**src/rtl/imem_loader.sv**
```systemverilog
// Boot-time instruction loader: framed byte stream -> 32-bit imem words.
// Holds the core in reset until a checksum-verified image is resident.
//
// Ports:
//   clk, rst      rising-edge clock, synchronous active-high reset
//   load_start    pulse to begin a load (honoured in IDLE/DONE/ERROR)
//   byte_valid    upstream byte present
//   byte_data     upstream byte
//   byte_ready    loader accepts a byte this cycle (registered)
//   imem_we       one-cycle write pulse per assembled word
//   imem_addr     byte address of the written word (word_idx*4)
//   imem_wdata    assembled little-endian word {b3,b2,b1,b0}
//   cpu_rst       core reset, low only in DONE
//   busy          high in LEN_LO, LEN_HI, DATA, CHECK
//   done          high in DONE
//   error         high in ERROR
module imem_loader #(
    parameter int DEPTH_WORDS = 256,
    parameter int CNT_W       = 16
) (
    input  logic        clk,
    input  logic        rst,
    input  logic        load_start,
    input  logic        byte_valid,
    input  logic [7:0]  byte_data,
    output logic        byte_ready,
    output logic        imem_we,
    output logic [31:0] imem_addr,
    output logic [31:0] imem_wdata,
    output logic        cpu_rst,
    output logic        busy,
    output logic        done,
    output logic        error
);

    typedef enum logic [2:0] {
        S_IDLE,
        S_LEN_LO,
        S_LEN_HI,
        S_DATA,
        S_CHECK,
        S_DONE,
        S_ERROR
    } state_t;

    state_t           r_state;
    logic [7:0]       r_len_lo;
    logic [CNT_W-1:0] r_len;
    logic [CNT_W-1:0] r_word_idx;
    logic [1:0]       r_byte_idx;
    logic [23:0]      r_lanes;
    logic [7:0]       r_chk;

    logic             r_byte_ready;
    logic             r_we;
    logic [31:0]      r_addr;
    logic [31:0]      r_wdata;
    logic             r_cpu_rst;
    logic             r_busy;
    logic             r_done;
    logic             r_error;

    state_t           w_next;
    logic             w_accept;
    logic             w_start;
    logic [CNT_W-1:0] w_len;
    logic             w_len_bad;
    logic             w_last_byte;
    logic             w_last_word;
    logic             w_next_busy;

    assign w_accept    = byte_valid && r_byte_ready;
    assign w_start     = load_start &&
                         ((r_state == S_IDLE) ||
                          (r_state == S_DONE) ||
                          (r_state == S_ERROR));
    assign w_len       = CNT_W'({byte_data, r_len_lo});
    assign w_len_bad   = (w_len == '0) ||
                         (w_len > CNT_W'(DEPTH_WORDS));
    assign w_last_byte = (r_byte_idx == 2'd3);
    assign w_last_word = (r_word_idx == r_len - CNT_W'(1));
    assign w_next_busy = (w_next == S_LEN_LO) ||
                         (w_next == S_LEN_HI) ||
                         (w_next == S_DATA)   ||
                         (w_next == S_CHECK);

    always_comb begin
        w_next = r_state;
        unique case (r_state)
            S_IDLE, S_DONE, S_ERROR: begin
                if (load_start) w_next = S_LEN_LO;
            end
            S_LEN_LO: begin
                if (w_accept) w_next = S_LEN_HI;
            end
            S_LEN_HI: begin
                if (w_accept)
                    w_next = w_len_bad ? S_ERROR : S_DATA;
            end
            S_DATA: begin
                if (w_accept && w_last_byte && w_last_word)
                    w_next = S_CHECK;
            end
            S_CHECK: begin
                // r_chk already holds the XOR of every payload byte
                if (w_accept)
                    w_next = (r_chk == byte_data) ? S_DONE : S_ERROR;
            end
            default: w_next = S_IDLE;
        endcase
    end

    always_ff @(posedge clk) begin
        if (rst) begin
            r_state      <= S_IDLE;
            r_len_lo     <= '0;
            r_len        <= '0;
            r_word_idx   <= '0;
            r_byte_idx   <= '0;
            r_lanes      <= '0;
            r_chk        <= '0;
            r_byte_ready <= 1'b0;
            r_we         <= 1'b0;
            r_addr       <= '0;
            r_wdata      <= '0;
            r_cpu_rst    <= 1'b1;
            r_busy       <= 1'b0;
            r_done       <= 1'b0;
            r_error      <= 1'b0;
        end else begin
            r_state      <= w_next;
            // Status flags are derived from the next state so they
            // line up with the state register
            r_byte_ready <= w_next_busy;
            r_busy       <= w_next_busy;
            r_done       <= (w_next == S_DONE);
            r_error      <= (w_next == S_ERROR);
            r_cpu_rst    <= (w_next != S_DONE);
            r_we         <= 1'b0;

            if (w_start) begin
                r_len_lo   <= '0;
                r_len      <= '0;
                r_word_idx <= '0;
                r_byte_idx <= '0;
                r_lanes    <= '0;
                r_chk      <= '0;
            end

            if (r_state == S_LEN_LO && w_accept)
                r_len_lo <= byte_data;

            if (r_state == S_LEN_HI && w_accept)
                r_len <= w_len;

            if (r_state == S_DATA && w_accept) begin
                r_chk      <= r_chk ^ byte_data;
                r_byte_idx <= r_byte_idx + 2'd1;
                unique case (r_byte_idx)
                    2'd0: r_lanes[7:0]   <= byte_data;
                    2'd1: r_lanes[15:8]  <= byte_data;
                    2'd2: r_lanes[23:16] <= byte_data;
                    default: begin
                        // Fourth byte completes the word: write it
                        // next cycle while still accepting bytes
                        r_we       <= 1'b1;
                        r_addr     <= 32'({r_word_idx, 2'b00});
                        r_wdata    <= {byte_data, r_lanes};
                        r_word_idx <= r_word_idx + CNT_W'(1);
                    end
                endcase
            end
        end
    end

    assign byte_ready = r_byte_ready;
    assign imem_we    = r_we;
    assign imem_addr  = r_addr;
    assign imem_wdata = r_wdata;
    assign cpu_rst    = r_cpu_rst;
    assign busy       = r_busy;
    assign done       = r_done;
    assign error      = r_error;

endmodule

```
**config.mk**
```make
export PLATFORM = sky130hd
export DESIGN_NAME = imem_loader
export DESIGN_NICKNAME = d
export VERILOG_FILES = /design/src/rtl/imem_loader.sv
export SDC_FILE = /design/constraint.sdc
export NUM_CORES = 1
export LEC_CHECK = 0
export ABC_AREA = 1
export ABC_CLOCK_PERIOD_IN_PS = 2390
export CORE_MARGIN = 8
export CORE_UTILIZATION = 55
export DETAILED_ROUTE_END_ITERATION = 6
export PLACE_DENSITY_LB_ADDON = 0.15
export SLEW_MARGIN = 20
export SYNTH_ARGS = -nofsm -noshare
export SYNTH_HDL_FRONTEND = slang
export SYNTH_SLANG_ARGS = --single-unit
```
**constraint.sdc**
```tcl
create_clock -name clk -period 2.39 [get_ports clk]
set_input_delay 0.478 -clock clk [delete_from_list [all_inputs] [get_ports clk]]
set_output_delay 0.478 -clock clk [all_outputs]
set_load 0.005 [all_outputs]
```
==> impl_metrics.prom, run 1 <==
# TYPE chip_impl_metric gauge
chip_impl_info{name="status",value="completed"} 1
chip_impl_info{name="post-synth-top-count-cell",value="nand2_1"} 1
chip_impl_metric{name="cts_hold_buf",unit=""} 0
chip_impl_metric{name="placement_rows",unit=""} 38
chip_impl_metric{name="yosys.area.top_type_share",unit=""} 0.432
chip_impl_metric{name="post-dp-hpwl",unit="mm"} 11.6
chip_impl_metric{name="routed_wire_length_per_instance",unit="um"} 15.4
chip_impl_metric{name="cap_violations",unit=""} 0
chip_impl_metric{name="number_of_global_route_vias_before_repair",unit=""} 5501
chip_impl_info{name="synth_top_flop_cell",value="dfxtp_1"} 1
chip_impl_metric{name="synth_seq_area_share",unit=""} 0.432
chip_impl_metric{name="synth.lib_cells_used.distinct",unit=""} 46
chip_impl_metric{name="holdPathStages",unit=""} 2
chip_impl_info{name="grt_setup_unrepaired",value="false"} 1
chip_impl_metric{name="drt-initial-drc-count",unit=""} 454
chip_impl_metric{name="final_weighted_congestion_in_routability_driven_placement",unit=""} 0.884
chip_impl_metric{name="antenna_cells",unit=""} 0
chip_impl_info{name="clock_tree_from_tritoncts",value="done"} 1
chip_impl_metric{name="die_y",unit="um"} 121
chip_impl_info{name="hold_start",value="rst"} 1
chip_impl_metric{name="crit_fanout",unit=""} 4
chip_impl_metric{name="number_of_flops_mapped_to_enable_cells_by_yosys",unit=""} 0
chip_impl_metric{name="core_area",unit="um2"} 10700
chip_impl_info{name="min_delay_worst_endpoint",value="r_word_idx[4]"} 1
chip_impl_metric{name="initial_core_util",unit=""} 0.561
chip_impl_metric{name="die_ar",unit="um2"} 14600
chip_impl_metric{name="synth.yosys.warnings",unit=""} 0
chip_impl_metric{name="cts.repair.resized",unit=""} 0
chip_impl_metric{name="firstDrtPassIters",unit=""} 5
chip_impl_metric{name="number_of_buffers_added_by_the_clock_tree_synthesis_step",unit=""} 17
chip_impl_metric{name="setup_viol",unit=""} 0
chip_impl_metric{name="pre_cts_slack",unit="ps"} 30.7
chip_impl_metric{name="fin_setup_tns",unit="ps"} 0
chip_impl_metric{name="p_int",unit="mW"} 3.93
chip_impl_metric{name="worst_reg2reg_setup_slack",unit="ps"} 200
chip_impl_metric{name="globalRouteMet2Util",unit=""} 0.380
chip_impl_info{name="gr-max-usage-layer",value="met2"} 1
chip_impl_metric{name="detail_route.vias_per_cell",unit=""} 5.42
chip_impl_metric{name="grt_pass1_wl",unit="mm"} 26.9
chip_impl_metric{name="h-tree-depth",unit=""} 4
chip_impl_metric{name="synth.ff_latch_count",unit=""} 130
chip_impl_metric{name="syn_to_final_growth",unit="%"} 22.4
chip_impl_metric{name="number_of_instances_in_the_synthesized_netlist",unit=""} 845
chip_impl_metric{name="use_met3",unit=""} 0.0643
chip_impl_metric{name="antenna_found_initial",unit=""} 0
chip_impl_metric{name="final_net_count",unit=""} 929
chip_impl_metric{name="finalWorstPathRequiredPeriod",unit="ps"} 2190
chip_impl_info{name="setup.worst_path.class",value="flop to flop"} 1
chip_impl_metric{name="max_clock_freq",unit="MHz"} 456
chip_impl_info{name="worstSetupEndpointType",value="flop"} 1
chip_impl_metric{name="netSwitchingFraction",unit=""} 0.276
chip_impl_metric{name="combinationalPowerShare",unit=""} 0.127
chip_impl_metric{name="worst_skew_pair.late_latency",unit="ps"} 520
chip_impl_metric{name="routed-via-count",unit=""} 5753
chip_impl_metric{name="share_clk_of_total_power",unit=""} 0.460
chip_impl_info{name="critical_r2r_launch",value="r_len[0]"} 1
chip_impl_metric{name="ff2ff_path_depth",unit=""} 13
chip_impl_metric{name="avgSynthCellArea",unit="um2"} 7.13
chip_impl_metric{name="ir_worst_vdd",unit="mV"} 0.541
chip_impl_metric{name="slew_violations",unit=""} 0
chip_impl_metric{name="net-switching-power",unit="mW"} 1.50
chip_impl_metric{name="final_hold_violations",unit=""} 0
chip_impl_metric{name="drt.antenna.violating_nets",unit=""} 0
chip_impl_metric{name="setup_slack",unit="ps"} 198
chip_impl_info{name="startpoint_type",value="flop"} 1
chip_impl_metric{name="async_reset_ff_frac",unit=""} 0
chip_impl_metric{name="layout_worst_path_cycle_share",unit=""} 0.917
chip_impl_metric{name="postCtsSetupBuffers",unit=""} 0
chip_impl_metric{name="fraction_of_power_consumed_by_sequential_logic",unit=""} 0.413
chip_impl_metric{name="detail_route.drc_violations",unit=""} 0
chip_impl_info{name="synth.area.top_cells",value="dfxtp_1 (43%), nand2_1 (15%), a21oi_1 (9.9%)"} 1
chip_impl_metric{name="clock_sink_count",unit=""} 130
chip_impl_info{name="synthDominantAreaCellType",value="dfxtp_1"} 1
chip_impl_metric{name="multiInputGateArea",unit="um2"} 2930
chip_impl_info{name="min_path_type",value="input pin to flop"} 1
chip_impl_metric{name="fillerInstances",unit=""} 934
chip_impl_metric{name="worstPathRequired",unit="ps"} 2810
chip_impl_info{name="cts-root-buf",value="clkbuf_8"} 1
chip_impl_metric{name="cts.clk_slew.worst_paths",unit="ps"} 60
chip_impl_metric{name="power_density",unit="nW/um2"} 736
chip_impl_metric{name="routed_wl",unit="mm"} 16.3
chip_impl_metric{name="port-buffer-count",unit=""} 65
chip_impl_metric{name="top_level_ports",unit=""} 82
chip_impl_metric{name="mappedNetlistArea",unit="um2"} 6030
chip_impl_metric{name="grtUsageTotal",unit=""} 0.228
chip_impl_metric{name="final_layout_size_suffix_gt1_frac",unit=""} 0.112
chip_impl_info{name="r2r_end",value="cpu_rst"} 1
chip_impl_metric{name="use_met1",unit=""} 0.277
chip_impl_metric{name="cellLeakagePower",unit="nW"} 2.88
chip_impl_info{name="synthTopCellsByCount",value="nand2_1 (238), dfxtp_1 (130), a21oi_1 (119)"} 1
chip_impl_metric{name="sequential_cell_area_in_the_final_layout",unit="um2"} 2600
chip_impl_metric{name="grt_max_degree",unit=""} 61
chip_impl_metric{name="clockBufferDepth",unit=""} 2
chip_impl_metric{name="grt_overflow",unit=""} 0
chip_impl_metric{name="die_x",unit="um"} 121
chip_impl_metric{name="finalClockSkew",unit="ps"} 4.80
chip_impl_metric{name="critical_path_arrival",unit="ps"} 2610
metal layers:
| layer | vias to the layer above | part of all wire |
|---|---|---|
| met3 | 37 | 0.072 |
| met1 | 2653 | 0.43 |
| met4 | 0 | 0.022 |
| met2 | 217 | 0.48 |
| met5 | - | 0 |
| li1 | 2846 | - |
how the worst max path moves through the flow:
stage	from	to
6_report	r_len[0]	cpu_rst
3_5_place_dp	byte_data[2]	error
5_1_grt	r_len[0]	error
3_3_place_gp	byte_valid	r_lanes[6]
2_1_floorplan	r_len[0]	cpu_rst
4_1_cts	r_len[0]	cpu_rst
metrics by stage:
| step | util | hold WS [ps] | total power [mW] | cell area (um2) | instances |
|---|---|---|---|---|---|
| after floorplan | - | 439 | 2.77 | 6080 | 860 |
| after global placement | 0.633 | 446 | 2.95 | 6810 | 1031 |
| after detailed placement | 0.633 | 452 | 2.96 | 6810 | 1031 |
| after CTS | 0.686 | 247 | 5.44 | 7380 | 1062 |
| after global routing | 0.687 | 262 | 5.63 | 7380 | 1062 |
| final | 0.687 | 270 | 5.43 | 7380 | 1062 |
state kept, by name, indices dropped and copies added, names as in the netlist, 3 cells and up:
name,count
r_chk,8
imem_addr,16
r_state,3
r_len_lo,8
imem_wdata,32
r_lanes,24
r_word_idx,16
r_len,16
kinds of logic after synthesis:
family / Yosys count / synth area share
buf+inv: 121 / 0.0912
other cells: 1 / 0.000622
simple gates: 394 / 0.279
compound gates: 171 / 0.152
xor+xnor: 20 / 0.0291
mux: 1 / 0.00166
fa+ha+maj: 7 / 0.0145
flops: 130 / 0.432
cell type report:
class,count,area share
Sequential cell,130,0.353
Clock inverter,14,0.0212
Clock buffer,17,0.0561
Timing Repair Buffer,94,0.119
Multi-Input combinational cell,609,0.397
Inverter,58,0.0300
Tap cell,140,0.0237
critical path: stages, from the launching register on:
cell,delay [ps]
dfxtp_1,310
inv_1,130
ha_1,250
nand2_2,130
nor2_4,160
nand3_1,80
nand2_1,80
nand3_1,70
nor2_1,270
nand4_1,220
a21oi_2,220
nand2_2,90
inv_2,60
nand2_1,40
power groups by stage:
stage	Sequential (mW)	Clock, mW	Combinational [mW]
5_1_grt	2.24	2.62	0.759
2_1_floorplan	2.28	0	0.495
4_1_cts	2.24	2.52	0.682
3_5_place_dp	2.29	0	0.677
6_report	2.24	2.50	0.691
3_3_place_gp	2.28	0	0.666
cell usage in the layout, fill, tap and decap left out, drive strengths merged, types with 2 or more instances in the layout:
cell type,Yosys,final
buf,37,30
nand2,247,247
clkinv,3,8
nand3b,3,3
a31oi,2,2
or2,6,6
a21oi,120,120
clkbuf,26,17
o21ai,37,37
clkinvlp,0,2
nand4,3,3
a211oi,2,2
conb,1,16
dfxtp,130,130
clkdlybuf4s50,0,64
ha,7,7
xor2,12,12
nor2,68,68
nand3,58,58
bufinv,0,2
a2111oi,3,3
inv,55,60
nor3,8,8
xnor2,8,8
(Power assumes the default switching activity.)
==> inputs of run 2 (changes only) <==
- HOLD_SLACK_MARGIN: unset -> 0.15
==> results of run 2 <==
Same layout as run 1: the final DEF is identical, and so are final timing and power.
==> inputs of run 3 (changes only) <==
- SKIP_CTS_REPAIR_TIMING: unset -> 1
==> results of run 3 <==
Same layout as run 1: the final DEF is identical, and so are final timing and power.
